[config.mk]
export PLATFORM = sky130hd
export DESIGN_NAME = bcd_serial_addsub
export DESIGN_NICKNAME = d
export VERILOG_FILES = /design/src/rtl/bcd_pkg.sv /design/src/rtl/bcd_digit_add.sv /design/src/rtl/bcd_serial_addsub.sv
export SDC_FILE = /design/constraint.sdc
export NUM_CORES = 1
export LEC_CHECK = 0
export CORE_AREA = 4 4 76 78
export DETAILED_ROUTE_END_ITERATION = 12
export DIE_AREA = 0 0 80 82
export GPL_ROUTABILITY_DRIVEN = 0
export PLACE_DENSITY = 0.86
export SYNTH_ARGS = -nofsm -noshare
export SYNTH_HDL_FRONTEND = slang
export SYNTH_SLANG_ARGS = --single-unit
[constraint.sdc]
create_clock -name clk -period 5.5 [get_ports clk]
set_input_delay 1.1 -clock clk [delete_from_list [all_inputs] [get_ports clk]]
set_output_delay 1.1 -clock clk [all_outputs]
set_load 0.01 [all_outputs]
[src/rtl/bcd_pkg.sv]
// Shared constants and FSM encoding for the serial BCD adder/subtractor.
package bcd_pkg;

  localparam int DIG_W    = 4;
  localparam int NDIG_DEF = 4;
  localparam logic [DIG_W-1:0] BCD_MAX = 4'd9;

  typedef enum logic [1:0] {
    ST_IDLE = 2'd0,
    ST_RUN  = 2'd1,
    ST_DONE = 2'd2
  } state_t;

  // Nine's complement of a single BCD digit.
  function automatic logic [DIG_W-1:0] nines(input logic [DIG_W-1:0] d);
    return BCD_MAX - d;
  endfunction

endpackage

[src/rtl/bcd_digit_add.sv]
// One-digit decimal adder: a + b + cin, corrected back into BCD range.
module bcd_digit_add
  import bcd_pkg::*;
(
  input  logic [DIG_W-1:0] a,
  input  logic [DIG_W-1:0] b,
  input  logic             cin,
  output logic [DIG_W-1:0] digit,
  output logic             carry
);

  logic [DIG_W:0] sum_s;

  // Binary sum followed by the decimal wrap at ten.
  always_comb begin
    sum_s = {1'b0, a} + {1'b0, b} + {4'b0000, cin};
    if (sum_s > 5'd9) begin
      digit = 4'(sum_s - 5'd10);
      carry = 1'b1;
    end else begin
      digit = sum_s[DIG_W-1:0];
      carry = 1'b0;
    end
  end

endmodule

[src/rtl/bcd_serial_addsub.sv]
// Digit-serial BCD add/subtract: one digit per clock, LSD first, with a
// valid/ready handshake on both sides. Subtraction uses nine's complement
// of B plus an initial carry of one (ten's complement).
module bcd_serial_addsub
  import bcd_pkg::*;
#(
  parameter int NDIG = NDIG_DEF
) (
  input  logic                  clk,
  input  logic                  rst_n,
  input  logic                  in_valid,
  output logic                  in_ready,
  input  logic [DIG_W*NDIG-1:0] a,
  input  logic [DIG_W*NDIG-1:0] b,
  input  logic                  mode,
  output logic                  out_valid,
  input  logic                  out_ready,
  output logic [DIG_W*NDIG-1:0] result,
  output logic                  cout,
  output logic                  err
);

  localparam int W     = DIG_W * NDIG;
  localparam int IDX_W = $clog2(NDIG);

  state_t             state_r, state_s;
  logic               in_ready_r, out_valid_r;
  logic [W-1:0]       a_sh_r, b_sh_r, res_r;
  logic               mode_r, carry_r, cout_r, err_r;
  logic [IDX_W-1:0]   idx_r;
  logic               accept_s, release_s, last_s, bad_s;
  logic [DIG_W-1:0]   b_op_s, dig_s;
  logic               dig_carry_s;

  assign accept_s  = in_valid && in_ready_r;
  assign release_s = out_valid_r && out_ready;
  assign last_s    = (idx_r == IDX_W'(NDIG - 1));

  assign in_ready  = in_ready_r;
  assign out_valid = out_valid_r;
  assign result    = res_r;
  assign cout      = cout_r;
  assign err       = err_r;

  // Flag any non-decimal nibble in either incoming operand.
  always_comb begin
    bad_s = 1'b0;
    for (int i = 0; i < NDIG; i++) begin
      if ((a[i*DIG_W +: DIG_W] > BCD_MAX) || (b[i*DIG_W +: DIG_W] > BCD_MAX)) begin
        bad_s = 1'b1;
      end else begin
        bad_s = bad_s;
      end
    end
  end

  // Select B's current digit directly or as its nine's complement.
  always_comb begin
    if (mode_r) begin
      b_op_s = nines(b_sh_r[DIG_W-1:0]);
    end else begin
      b_op_s = b_sh_r[DIG_W-1:0];
    end
  end

  bcd_digit_add u_digit (
    .a     (a_sh_r[DIG_W-1:0]),
    .b     (b_op_s),
    .cin   (carry_r),
    .digit (dig_s),
    .carry (dig_carry_s)
  );

  // Next-state logic; an invalid operand set skips straight to DONE.
  always_comb begin
    state_s = state_r;
    case (state_r)
      ST_IDLE: begin
        if (accept_s) state_s = ST_RUN;
        else          state_s = ST_IDLE;
      end
      ST_RUN: begin
        if (err_r || last_s) state_s = ST_DONE;
        else                 state_s = ST_RUN;
      end
      ST_DONE: begin
        if (release_s) state_s = ST_IDLE;
        else           state_s = ST_DONE;
      end
      default: state_s = ST_IDLE;
    endcase
  end

  // State register with registered handshake outputs.
  always_ff @(posedge clk or negedge rst_n) begin
    if (!rst_n) begin
      state_r     <= ST_IDLE;
      in_ready_r  <= 1'b1;
      out_valid_r <= 1'b0;
    end else begin
      state_r     <= state_s;
      in_ready_r  <= (state_s == ST_IDLE);
      out_valid_r <= (state_s == ST_DONE);
    end
  end

  // Operand capture, digit-serial shifting and result assembly.
  always_ff @(posedge clk or negedge rst_n) begin
    if (!rst_n) begin
      a_sh_r  <= '0;
      b_sh_r  <= '0;
      res_r   <= '0;
      mode_r  <= 1'b0;
      carry_r <= 1'b0;
      cout_r  <= 1'b0;
      err_r   <= 1'b0;
      idx_r   <= '0;
    end else begin
      case (state_r)
        ST_IDLE: begin
          if (accept_s) begin
            a_sh_r  <= a;
            b_sh_r  <= b;
            mode_r  <= mode;
            carry_r <= mode;
            idx_r   <= '0;
            err_r   <= bad_s;
            cout_r  <= 1'b0;
            res_r   <= '0;
          end
        end
        ST_RUN: begin
          if (err_r) begin
            res_r  <= '0;
            cout_r <= 1'b0;
          end else begin
            res_r   <= {dig_s, res_r[W-1:DIG_W]};
            a_sh_r  <= {{DIG_W{1'b0}}, a_sh_r[W-1:DIG_W]};
            b_sh_r  <= {{DIG_W{1'b0}}, b_sh_r[W-1:DIG_W]};
            carry_r <= dig_carry_s;
            idx_r   <= idx_r + IDX_W'(1);
            if (last_s) cout_r <= dig_carry_s;
            else        cout_r <= cout_r;
          end
        end
        ST_DONE: begin
          res_r <= res_r;
        end
        default: begin
          res_r <= '0;
        end
      endcase
    end
  end

endmodule
==> results.txt <==
The required time at the endpoint of the critical path is about 5.7 ns. Dividing the detail-routed wire length by the instance count gives 14.49 µm. The number of nets in the finished design came out at 368.

The number of instances in the synthesized netlist came out at 268. The highest-delay cell along the critical path is dfrtp_1. The post-cts hold buffer count is 0.

The final clock period utilization by the worst path came out at 0.5331. The count of yosys warnings during synthesis came out at 0. The overall die area came out at 6560 µm².

The achievable clock frequency came out at 341.1 MHz. Dividing the synthesized area by the synthesized cell count gives roughly 10 µm². In the synthesized netlist the dominant register cell turns out to be dfrtp_1. The cell sitting at the root of the clock tree is a clkbuf_8. The total power divided by cell area came out at 538.5 nW/µm². Of all flip-flops after synthesis, the portion carrying an async set or reset was 1.000. The max-slew headroom at the worst pin is 0.1983. The minimum hold slack is 0.4910 ns. The number of detailed-routing iterations run before antenna repair came out at 4.

The largest single stage delay on the critical path is 0.44 ns. Summed over all nets, the half-perimeter wirelength after detailed placement is roughly 4200 µm. After detailed routing, the total wire length is 5751 µm.

Data arrives at the worst endpoint at approximately 3.2 ns. The combinational share of power came out at 0.458. The number of buffers and inverters on the critical path came out at 1. The total inserted antenna cells is 0.

Setup repair after global routing left no endpoint under its margin. The overall track demand over capacity in global routing came out at 0.1941. Entering global routing, the biggest net connects slightly below 60 pins. The number of enable-type register cells in the synthesized netlist is 0. The part of the power in the clock network is 0.189. The number of fillers in the final layout came out at around 410. The number of sinks handled by clock tree synthesis came out at 58.

The clock network latency to the later pin of the worst-skew pair is 0.33 ns. The net switching component of the power came out at approximately 0.73 mW. The run finished with clean final reports. The remaining global-route overflow came out at 0. Setup violations remaining at the end of the flow were counted as 0. Synthesis inferred 58 register bits. The remaining antenna violation count came out at 0. The initial standard-cell utilization of the core came out at 0.5412. Summing all placed instances gives a cell area of 3361 µm².

The floorplan step defined a core boundary enclosing 5075 µm². The worst setup path is launched from a flip-flop. The TritonCTS clock tree is built. The count of maximum capacitance violations came out at 0. The slew of the pin with the lowest slew margin is 1.197 ns. The worst setup path is of the reg -> reg kind. The number of placed I/O pins is 57.

The count of buffers from port buffering is 56. CTS built an H-tree with a depth of 3. Of the total power, the share spent switching nets is 0.3843. The clock-pin transition on the worst setup and hold timing paths is 0.06 ns. The growth of design area from synthesis to finish came out at 29.25%.

The number of gates given a new drive strength after cts is 0. The classification of the worst-slack hold path is reg -> reg. The number of antenna violations at the first check in global routing is 0. In this run the vertical extent of the chip is between 80 and 90 µm. The kind of cell with the highest combined delay along the critical path is adder cells. The count of final hold-check violations came out at 0. In this run the cell area of the synthesized design comes to 2746 µm². The design area is 3550 µm². The number of buffers on the longest clock path came out at 2. Summing over every cut layer, the via total after detailed routing is between 2,000 and 2,500. The sum of negative setup slack came out at 0 ns. The number of remaining DRC errors came out at 0. The detailed router finished its first iteration with 65 violations.

Of the cells placed in the final design, the portion with a size suffix greater than 1 is 0.08257. The first global-routing pass estimated roughly 9600 µm of wire. Walking the worst path, the cells encountered are xnor2_1 -> fa_1 -> inv_1 -> fa_1 -> xnor2_1 -> ha_1 -> a22o_1 -> or3b_4 -> and2_1 -> o311ai_2. Measured along the x axis, the die boundary spans 80 µm. The sequential fraction of the synthesis area is 0.5289. After clock tree synthesis, the setup repair step added 0 buffers. The leakage dissipation is 1.497 nW.

The via count of the first global-routing pass came out at around 2,200. The post-synthesis cell type count came out at 35. The number of pins exceeding their max-slew limit in the final report is 0. The internal power came out at around 1.2 mW. The number of nets produced by synthesis came out at ~310. IR analysis of the VDD net gives a maximum drop of 0.3081 mV. The top fanout value on the critical path is 5. The ratio of routed vias to standard cells is 5.423.

Between clock sinks in the finished design, the worst skew comes to roughly 0.0050 ns. TritonCTS created 9 clock buffers. The part of the power in registers is 0.353.

The floorplan row count is 26. The slack of the worst reg-to-reg path is 2.57 ns. The worst setup path is captured at a flip-flop. The smallest clock period supported by the final layout is computed as 2.932 ns.
stage by stage:
| stage | worst slack [ns] | power [mW] | utilization | instances |
|---|---|---|---|---|
| 2_1_floorplan | 2.813 | 1.345 | - | 268 |
| 3_3_place_gp | 2.378 | 1.511 | 0.6622 | 382 |
| 3_5_place_dp | 2.339 | 1.559 | 0.6622 | 382 |
| 4_1_cts | 2.575 | 1.931 | 0.6995 | 397 |
| 5_1_grt | 2.404 | 2.084 | 0.6995 | 397 |
| 6_report | 2.568 | 1.911 | 0.6995 | 397 |
cell usage in the layout (no fill, tap or decap), types with 6 or more instances in the layout:
| cell type | instances |
|---|---|
| dfrtp_1 | 57 |
| clkdlybuf4s50_1 | 55 |
| nor2_1 | 31 |
| a21oi_1 | 29 |
| nand2_1 | 27 |
| mux2i_1 | 24 |
| o21ai_0 | 21 |
| a22o_1 | 13 |
| clkbuf_8 | 13 |
| inv_1 | 8 |
| ha_1 | 6 |
cell usage after synthesis, types with 2 or more instances:
cell type / count / area share
nand2b_1: 3 / 0.0068
inv_1: 8 / 0.011
o22ai_1: 2 / 0.0046
nand2_1: 27 / 0.037
o31ai_1: 3 / 0.0082
fa_1: 2 / 0.015
o21ai_0: 21 / 0.038
nand4_1: 2 / 0.0046
nand3b_1: 4 / 0.011
nor2_1: 31 / 0.042
buf_2: 4 / 0.0073
mux2i_1: 24 / 0.087
nand3_1: 3 / 0.0055
clkbuf_1: 9 / 0.012
xnor2_1: 3 / 0.0096
ha_1: 6 / 0.027
dfrtp_1: 57 / 0.52
a21oi_1: 30 / 0.055
a22o_1: 13 / 0.041
power groups by stage:
stage	Combinational [mW]	Sequential, mW	Clock, mW
2_1_floorplan	0.690	0.655	0
3_3_place_gp	0.835	0.676	0
3_5_place_dp	0.875	0.684	0
4_1_cts	0.879	0.677	0.374
5_1_grt	0.994	0.696	0.393
6_report	0.875	0.675	0.361
metal layers:
| layer | GRT usage | routed length [µm] | vias up |
|---|---|---|---|
| met3 | 0.06798 | 361 | 20 |
| li1 | - | - | 1053 |
| met5 | 0 | 0 | - |
| met1 | 0.2207 | 2376 | 1012 |
| met2 | 0.3212 | 2828 | 68 |
| met4 | 0.1047 | 184 | 0 |
worst min-delay path, cell delays in order (launching register included):
cell and delay, ns:
dfrtp_1 0.35, nand2_1 0.05, nand2_1 0.06
worst paths after layout:
| path | to | from | cells past startpoint |
|---|---|---|---|
| setup / recovery | result[14] | mode_r | 10 |
| hold / removal | idx_r[1] | idx_r[1] | 2 |
| setup reg to reg | result[14] | mode_r | 10 |
| hold reg to reg | idx_r[1] | idx_r[1] | 2 |
| max in group asynchronous | a_sh_r[5] | rst_n | 2 |
| min in group asynchronous | result[7] | rst_n | 2 |
registers in the layout, summed over array words and instances (netlist names):
signal     flops
a_sh_r        16
b_sh_r        16
result        16
idx_r          2
state_r        2
carry_r        1
cout           1
err            1
in_ready       1
mode_r         1
out_valid      1
cell type report:
| cell class | count | area [µm²] | share of cell area |
|---|---|---|---|
| Clock inverter | 2 | 10.01 | 0.002820 |
| Tap cell | 70 | 87.58 | 0.02467 |
| Sequential cell | 58 | 1453 | 0.4092 |
| Timing Repair Buffer | 58 | 570.5 | 0.1607 |
| Inverter | 8 | 30.03 | 0.008460 |
| Clock buffer | 13 | 178.9 | 0.05041 |
| Multi-Input combinational cell | 188 | 1220 | 0.3437 |
kinds of logic (layout without fill, tap and decap cells):
logic type | Yosys count | in the layout | share of synthesized area
compound gates | 76 | 76 | 0.1722
xor+xnor | 3 | 3 | 0.009569
fa+ha+maj | 8 | 8 | 0.04191
buf+inv | 22 | 81 | 0.03189
flops | 58 | 58 | 0.5289
mux | 25 | 25 | 0.09157
simple gates | 76 | 76 | 0.1239
No activity file was read; power rests on OpenSTA's default activity.
